File: src/rtl/block_stream_emitter_if.sv
// Command and character-stream bundle for block_stream_emitter.
// The emitter takes the slave side; the command source or bench takes master.
interface block_stream_emitter_if #(
  parameter int DEPTH_W = 16
);
  logic               cmd_valid;
  logic               cmd_op;
  logic               cmd_ready;
  logic [7:0]         out;
  logic               out_valid;
  logic [DEPTH_W-1:0] depth;
  logic               balanced;
  logic               err;

  modport master (
    output cmd_valid, cmd_op,
    input  cmd_ready, out, out_valid, depth, balanced, err
  );

  modport slave (
    input  cmd_valid, cmd_op,
    output cmd_ready, out, out_valid, depth, balanced, err
  );
endinterface

File: src/rtl/block_stream_emitter.sv
// Turns open/close commands into "begin "/"end " chars, one per clk, first char the cycle after accept;
// a new command is taken only in IDLE or on a token's last char, otherwise ignored. BLOCK_EMIT_UPPER_EN selects uppercase letters.
module block_stream_emitter #(
  parameter int DEPTH_W = 16
) (
  input  logic                 clk,
  input  logic                 reset,
  block_stream_emitter_if.slave bus
);

  typedef enum logic {IDLE, EMIT} state_t;

  localparam logic [7:0] CH_SP = 8'h20;
`ifdef BLOCK_EMIT_UPPER_EN
  localparam logic [7:0] CH_B = 8'h42;
  localparam logic [7:0] CH_E = 8'h45;
  localparam logic [7:0] CH_G = 8'h47;
  localparam logic [7:0] CH_I = 8'h49;
  localparam logic [7:0] CH_N = 8'h4E;
  localparam logic [7:0] CH_D = 8'h44;
`else
  localparam logic [7:0] CH_B = 8'h62;
  localparam logic [7:0] CH_E = 8'h65;
  localparam logic [7:0] CH_G = 8'h67;
  localparam logic [7:0] CH_I = 8'h69;
  localparam logic [7:0] CH_N = 8'h6E;
  localparam logic [7:0] CH_D = 8'h64;
`endif

  localparam logic [DEPTH_W-1:0] DEPTH_MAX = '1;

  state_t             state, state_nxt;
  logic [2:0]         idx, idx_nxt;
  logic               op, op_nxt;
  logic [7:0]         out_q, out_nxt;
  logic               out_vld_q, out_vld_nxt;
  logic [DEPTH_W-1:0] depth_q, depth_nxt;
  logic               err_q, err_nxt;
  logic [2:0]         last;
  logic               accept;

  function automatic logic [7:0] tok_char(input logic close, input logic [2:0] i);
    logic [7:0] c;
    c = CH_SP;
    if (close) begin
      case (i)
        3'd0:    c = CH_E;
        3'd1:    c = CH_N;
        3'd2:    c = CH_D;
        default: c = CH_SP;
      endcase
    end else begin
      case (i)
        3'd0:    c = CH_B;
        3'd1:    c = CH_E;
        3'd2:    c = CH_G;
        3'd3:    c = CH_I;
        3'd4:    c = CH_N;
        default: c = CH_SP;
      endcase
    end
    return c;
  endfunction

  assign last          = op ? 3'd3 : 3'd5;
  assign bus.cmd_ready = (state == IDLE) || ((state == EMIT) && (idx == last));
  assign accept        = bus.cmd_valid && bus.cmd_ready;

  always_comb begin
    state_nxt   = state;
    idx_nxt     = idx;
    op_nxt      = op;
    out_nxt     = out_q;
    out_vld_nxt = out_vld_q;
    depth_nxt   = depth_q;
    err_nxt     = err_q;

    if (accept) begin
      state_nxt   = EMIT;
      idx_nxt     = 3'd0;
      op_nxt      = bus.cmd_op;
      out_nxt     = tok_char(bus.cmd_op, 3'd0);
      out_vld_nxt = 1'b1;
      // Error cases still emit the token; only the counter refuses to move.
      if (!bus.cmd_op) begin
        if (depth_q == DEPTH_MAX) err_nxt = 1'b1;
        else                      depth_nxt = depth_q + 1'b1;
      end else begin
        if (depth_q == '0) err_nxt = 1'b1;
        else               depth_nxt = depth_q - 1'b1;
      end
    end else if (state == EMIT) begin
      if (idx != last) begin
        idx_nxt = idx + 3'd1;
        out_nxt = tok_char(op, idx_nxt);
      end else begin
        state_nxt   = IDLE;
        idx_nxt     = 3'd0;
        out_nxt     = CH_SP;
        out_vld_nxt = 1'b0;
      end
    end
  end

  always_ff @(posedge clk or posedge reset) begin
    if (reset) begin
      state     <= IDLE;
      idx       <= 3'd0;
      op        <= 1'b0;
      out_q     <= CH_SP;
      out_vld_q <= 1'b0;
      depth_q   <= '0;
      err_q     <= 1'b0;
    end else begin
      state     <= state_nxt;
      idx       <= idx_nxt;
      op        <= op_nxt;
      out_q     <= out_nxt;
      out_vld_q <= out_vld_nxt;
      depth_q   <= depth_nxt;
      err_q     <= err_nxt;
    end
  end

  assign bus.out       = out_q;
  assign bus.out_valid = out_vld_q;
  assign bus.depth     = depth_q;
  assign bus.err       = err_q;
  assign bus.balanced  = (depth_q == '0) && !err_q && (state == IDLE);

endmodule

File: src/flat_wrapper.sv
// flat-port wrapper written by rule: the top's interface ports become plain ports
module block_stream_emitter_flat 
#(
  parameter int DEPTH_W = 16
)
  (clk, reset, bus_cmd_valid, bus_cmd_op, bus_cmd_ready, bus_out, bus_out_valid, bus_depth, bus_balanced, bus_err);
  block_stream_emitter_if #(.DEPTH_W(DEPTH_W)) bus_i ();
  input  logic clk;
  input  logic reset;
  input wire logic [$bits(bus_i.cmd_valid)-1:0] bus_cmd_valid;
  input wire logic [$bits(bus_i.cmd_op)-1:0] bus_cmd_op;
  output wire logic [$bits(bus_i.cmd_ready)-1:0] bus_cmd_ready;
  output wire logic [$bits(bus_i.out)-1:0] bus_out;
  output wire logic [$bits(bus_i.out_valid)-1:0] bus_out_valid;
  output wire logic [$bits(bus_i.depth)-1:0] bus_depth;
  output wire logic [$bits(bus_i.balanced)-1:0] bus_balanced;
  output wire logic [$bits(bus_i.err)-1:0] bus_err;
  assign bus_i.cmd_valid = bus_cmd_valid;
  assign bus_i.cmd_op = bus_cmd_op;
  assign bus_cmd_ready = bus_i.cmd_ready;
  assign bus_out = bus_i.out;
  assign bus_out_valid = bus_i.out_valid;
  assign bus_depth = bus_i.depth;
  assign bus_balanced = bus_i.balanced;
  assign bus_err = bus_i.err;
  block_stream_emitter #(.DEPTH_W(DEPTH_W)) u_core (.clk(clk), .reset(reset), .bus(bus_i));
endmodule
File: config.mk
export PLATFORM = sky130hd
export DESIGN_NAME = block_stream_emitter_flat
export DESIGN_NICKNAME = d
export VERILOG_FILES = /design/src/rtl/block_stream_emitter_if.sv /design/src/rtl/block_stream_emitter.sv /design/src/flat_wrapper.sv
export SDC_FILE = /design/constraint.sdc
export NUM_CORES = 1
export LEC_CHECK = 0
export ABC_AREA = 1
export CORE_UTILIZATION = 45
export DETAILED_ROUTE_END_ITERATION = 10
export GPL_TIMING_DRIVEN = 1
export HOLD_SLACK_MARGIN = 0.05
export PLACE_DENSITY = 0.67
export SETUP_SLACK_MARGIN = 0.02
export SYNTH_ARGS = -nofsm -noshare
export SYNTH_HDL_FRONTEND = slang
export SYNTH_SLANG_ARGS = --single-unit
File: constraint.sdc
create_clock -name clk -period 2.2 [get_ports clk]
set_clock_uncertainty 0.05 [all_clocks]
set_input_delay 0.66 -clock clk [delete_from_list [all_inputs] [get_ports clk]]
set_output_delay 0.66 -clock clk [all_outputs]
set_load 0.05 [all_outputs]
==> results.py <==
metrics = {
    "status": {
        "outcome": "finished with violations",
        "violations": "negative setup slack",
    },
    "floorplanning": {
        "dieArea_um2": 5529,
        "initial_core_util": 0.4828,
        "die_x_um": 74.36,
        "row_count": 25,
        "core-area_um2": 4880,
        "io_pins": 32,
        "die_h_um": 74.36,
    },
    "sta": {
        "finalCriticalPeriod_ps": 2201,
        "fmax_mhz": 454.2,
        "whs_ps": 437.4,
        "fin_tns_setup_ps": -1.438,
        "fin_ws_ps": -1.438,
        "setup_violations": 1,
        "hold_violations": 0,
        "relSlewSlack": 0.6635,
        "rsz0062_at_grt": "true",
        "drv_slew": 0,
        "fin_crit_sh": 1.001,
        "worst_slew_pin_slew_ps": 503.9,
    },
    "setup_path": {
        "crit_path_max_fanout": 2,
        "worstSetupPathType": "reg2out",
        "worstSetupEndpointType": "primary output",
        "required_ps": 1490,
        "r2r-start": "u_core.bus.depth[0]",
        "worst-path-buf-inv": 1,
        "slowest_stage": "dfrtp_1",
        "crit_chain": "nor2_1 -> nand3_1 -> nor2_2 -> nand3_2 -> nor2_4 -> buf_12",
        "reg2reg_depth": 10,
        "critPathLaunchType": "flop",
        "path_depth": 6,
        "worstSetupEndpoint": "bus_balanced",
        "rr_endpoint": "u_core.bus.depth[14]",
        "worst-r2r-setup-slack_ps": 290,
        "crit_arrival_ps": 1490,
        "slowest_delay_ps": 420,
        "cp_top_family": "simple AND/OR/NAND/NOR gates",
        "critPathLaunch": "u_core.bus.depth[3]",
    },
    "grt": {
        "antenna_found_initial": 0,
        "grt_pass1_vias": 2205,
        "grt_max_degree": 29,
        "grt-ovfl-total": 0,
        "grtUsageTotal": 0.2371,
        "grt_first_pass_wirelength_um": 9991,
    },
    "job": {
        "cap_viol_max_count": 0,
    },
    "clock_network": {
        "clockBufferDepth": 2,
        "cts_root_buf": "clkbuf_8",
        "tritoncts": "built",
        "numCtsBuffers": 3,
        "cts.htree.levels": 1,
        "clk_latency_ps": 280,
        "cts.reportedPaths.clkPinSlew_ps": 110,
        "clock-sinks": 28,
        "cts_hold_buffers": 0,
    },
    "detailed_routing": {
        "via_per_inst": 4.832,
        "wl_um": 6041,
        "drt-pass1-iter-count": 4,
        "vias": 2353,
        "drc": 0,
        "routedWlPerCell_um": 12.40,
        "drtIter0Drc": 61,
        "antenna_left": 0,
    },
    "power_and_ir_drop": {
        "ir_drop_uv": 865.6,
        "power_density_nw_per_um2": 1732,
        "p_leak_nw": 1.728,
    },
    "worst_hold_path": {
        "hp-class": "reg2reg",
        "whs_path_depth": 2,
    },
    "final_layout": {
        "syn2layout_area_growth_pct": 31.55,
        "final_layout_size_suffix_gt1_frac": 0.2167,
        "final_area_um2": 3099,
        "final_cell_mix": "135 x nand2_1, 52 x inv_1, 50 x buf_4",
        "final_nets": 445,
        "antenna_cells": 0,
        "layout_commonest_cell": "nand2_1",
        "fillCellCount": 483,
    },
    "place": {
        "dpl_worst_slack_ps": -443.1,
        "gp_congestion": 0.8962,
        "port_buffers": 28,
        "place_area_um2": 2903,
        "hpwl_um": 4569,
    },
    "logic_synthesis": {
        "synthCells": 358,
        "netlist_area_um2": 2356,
        "yosysUniqueCellTypes": 28,
        "synth_seq_cells": 28,
        "postSynthAreaPerCell_um2": 6.581,
        "synth_top_area_share": 0.2974,
        "synth.top_cells.by_area": "dfrtp_1 30%, nand2_1 22%, ha_1 10%",
        "synth_top_area_cell": "dfrtp_1",
        "ys_warn_count": 0,
        "yosysSeqAreaShare": 0.2974,
    },
}
-- worst register-to-register path, stage by stage, from the launching register on --
cell and delay, ps:
dfrtp_2 430, buf_4 170, fa_1 450, nand3_1 140
nand2_2 100, nand2_1 80, nand2_1 90, nand2_1 90
nand3_1 70, nand3_1 90, nand2_1 50
-- synth_stat cells, drive strengths merged --
| master | instances |
|---|---|
| nor2 | 31 |
| o211ai | 1 |
| nor3 | 3 |
| o22ai | 1 |
| nand3b | 5 |
| buf | 5 |
| o21ai | 18 |
| nand2 | 141 |
| a21oi | 10 |
| and2 | 1 |
| ha | 19 |
| or2 | 1 |
| xor2 | 6 |
| conb | 2 |
| nand4 | 1 |
| fa | 1 |
| xnor2 | 2 |
| dfrtp | 28 |
| nand3 | 28 |
| inv | 54 |
-- layer usage --
layer,part of all wire,wire length [µm],track usage
met4,0.0063,38,0.04822
met1,0.46,2756,0.3140
met5,0,0,0
met2,0.51,3075,0.4232
met3,0.028,172,0.02033
-- layout make-up --
| class | instances | area (µm²) | area share |
|---|---|---|---|
| clock buffer | 3 | 41.29 | 0.01332 |
| clock inverter | 1 | 30.03 | 0.009689 |
| inverter | 54 | 202.7 | 0.06540 |
| multi-input combinational | 272 | 1491 | 0.4812 |
| sequential | 28 | 710.7 | 0.2293 |
| tap | 67 | 83.83 | 0.02705 |
| timing repair buffer | 62 | 539.3 | 0.1740 |
-- stage by stage --
step	utilization	total power, W	cells
3_5_place_dp	0.5949	0.004771	479
3_3_place_gp	0.5949	0.004714	479
2_1_floorplan	-	0.003546	359
6_report	0.6351	0.005368	487
4_1_cts	0.6149	0.005258	486
5_1_grt	0.6351	0.005840	487
-- worst min path at each step --
stage / from / end / slack [ps]
floorplan: u_core.idx[0] / u_core.idx[0] / 560
global placement: u_core.bus.out[3] / u_core.bus.out[3] / 410
detailed placement: u_core.bus.out[3] / u_core.bus.out[3] / 420
CTS: u_core.bus.out[3] / u_core.bus.out[3] / 450
global route: u_core.bus.out[1] / u_core.bus.out[1] / 480
finish: u_core.bus.out[3] / u_core.bus.out[3] / 440
-- cells by family after synthesis --
logic type / count (synthesis) / synth area share
buf+inv: 59 / 0.1067
flops: 28 / 0.2974
xor+xnor: 8 / 0.02974
fa+ha+maj: 20 / 0.1094
other cells: 2 / 0.003188
simple gates: 211 / 0.3834
compound gates: 30 / 0.07011
-- state kept, by name, indices dropped and copies added, names as in the netlist --
| name | cells |
|---|---|
| u_core.bus.out | 5 |
| u_core.op | 1 |
| u_core.bus.err | 1 |
| u_core.idx | 3 |
| u_core.bus.depth | 16 |
| u_core.state | 1 |
| u_core.bus.out_valid | 1 |
-- power breakdown --
group	switching, W	internal [W]
clock	0.000178	0.000244
combinational	0.00241	0.00148
sequential	0.000281	0.000776
total	0.00286	0.00250
-- timing repair --
action	CTS	global route
gates resized for setup	6	24
gates cloned	0	0
setup endpoints to repair	17	14
buffers inserted	3	1
Note: power is estimated with default switching activity, not from simulation.
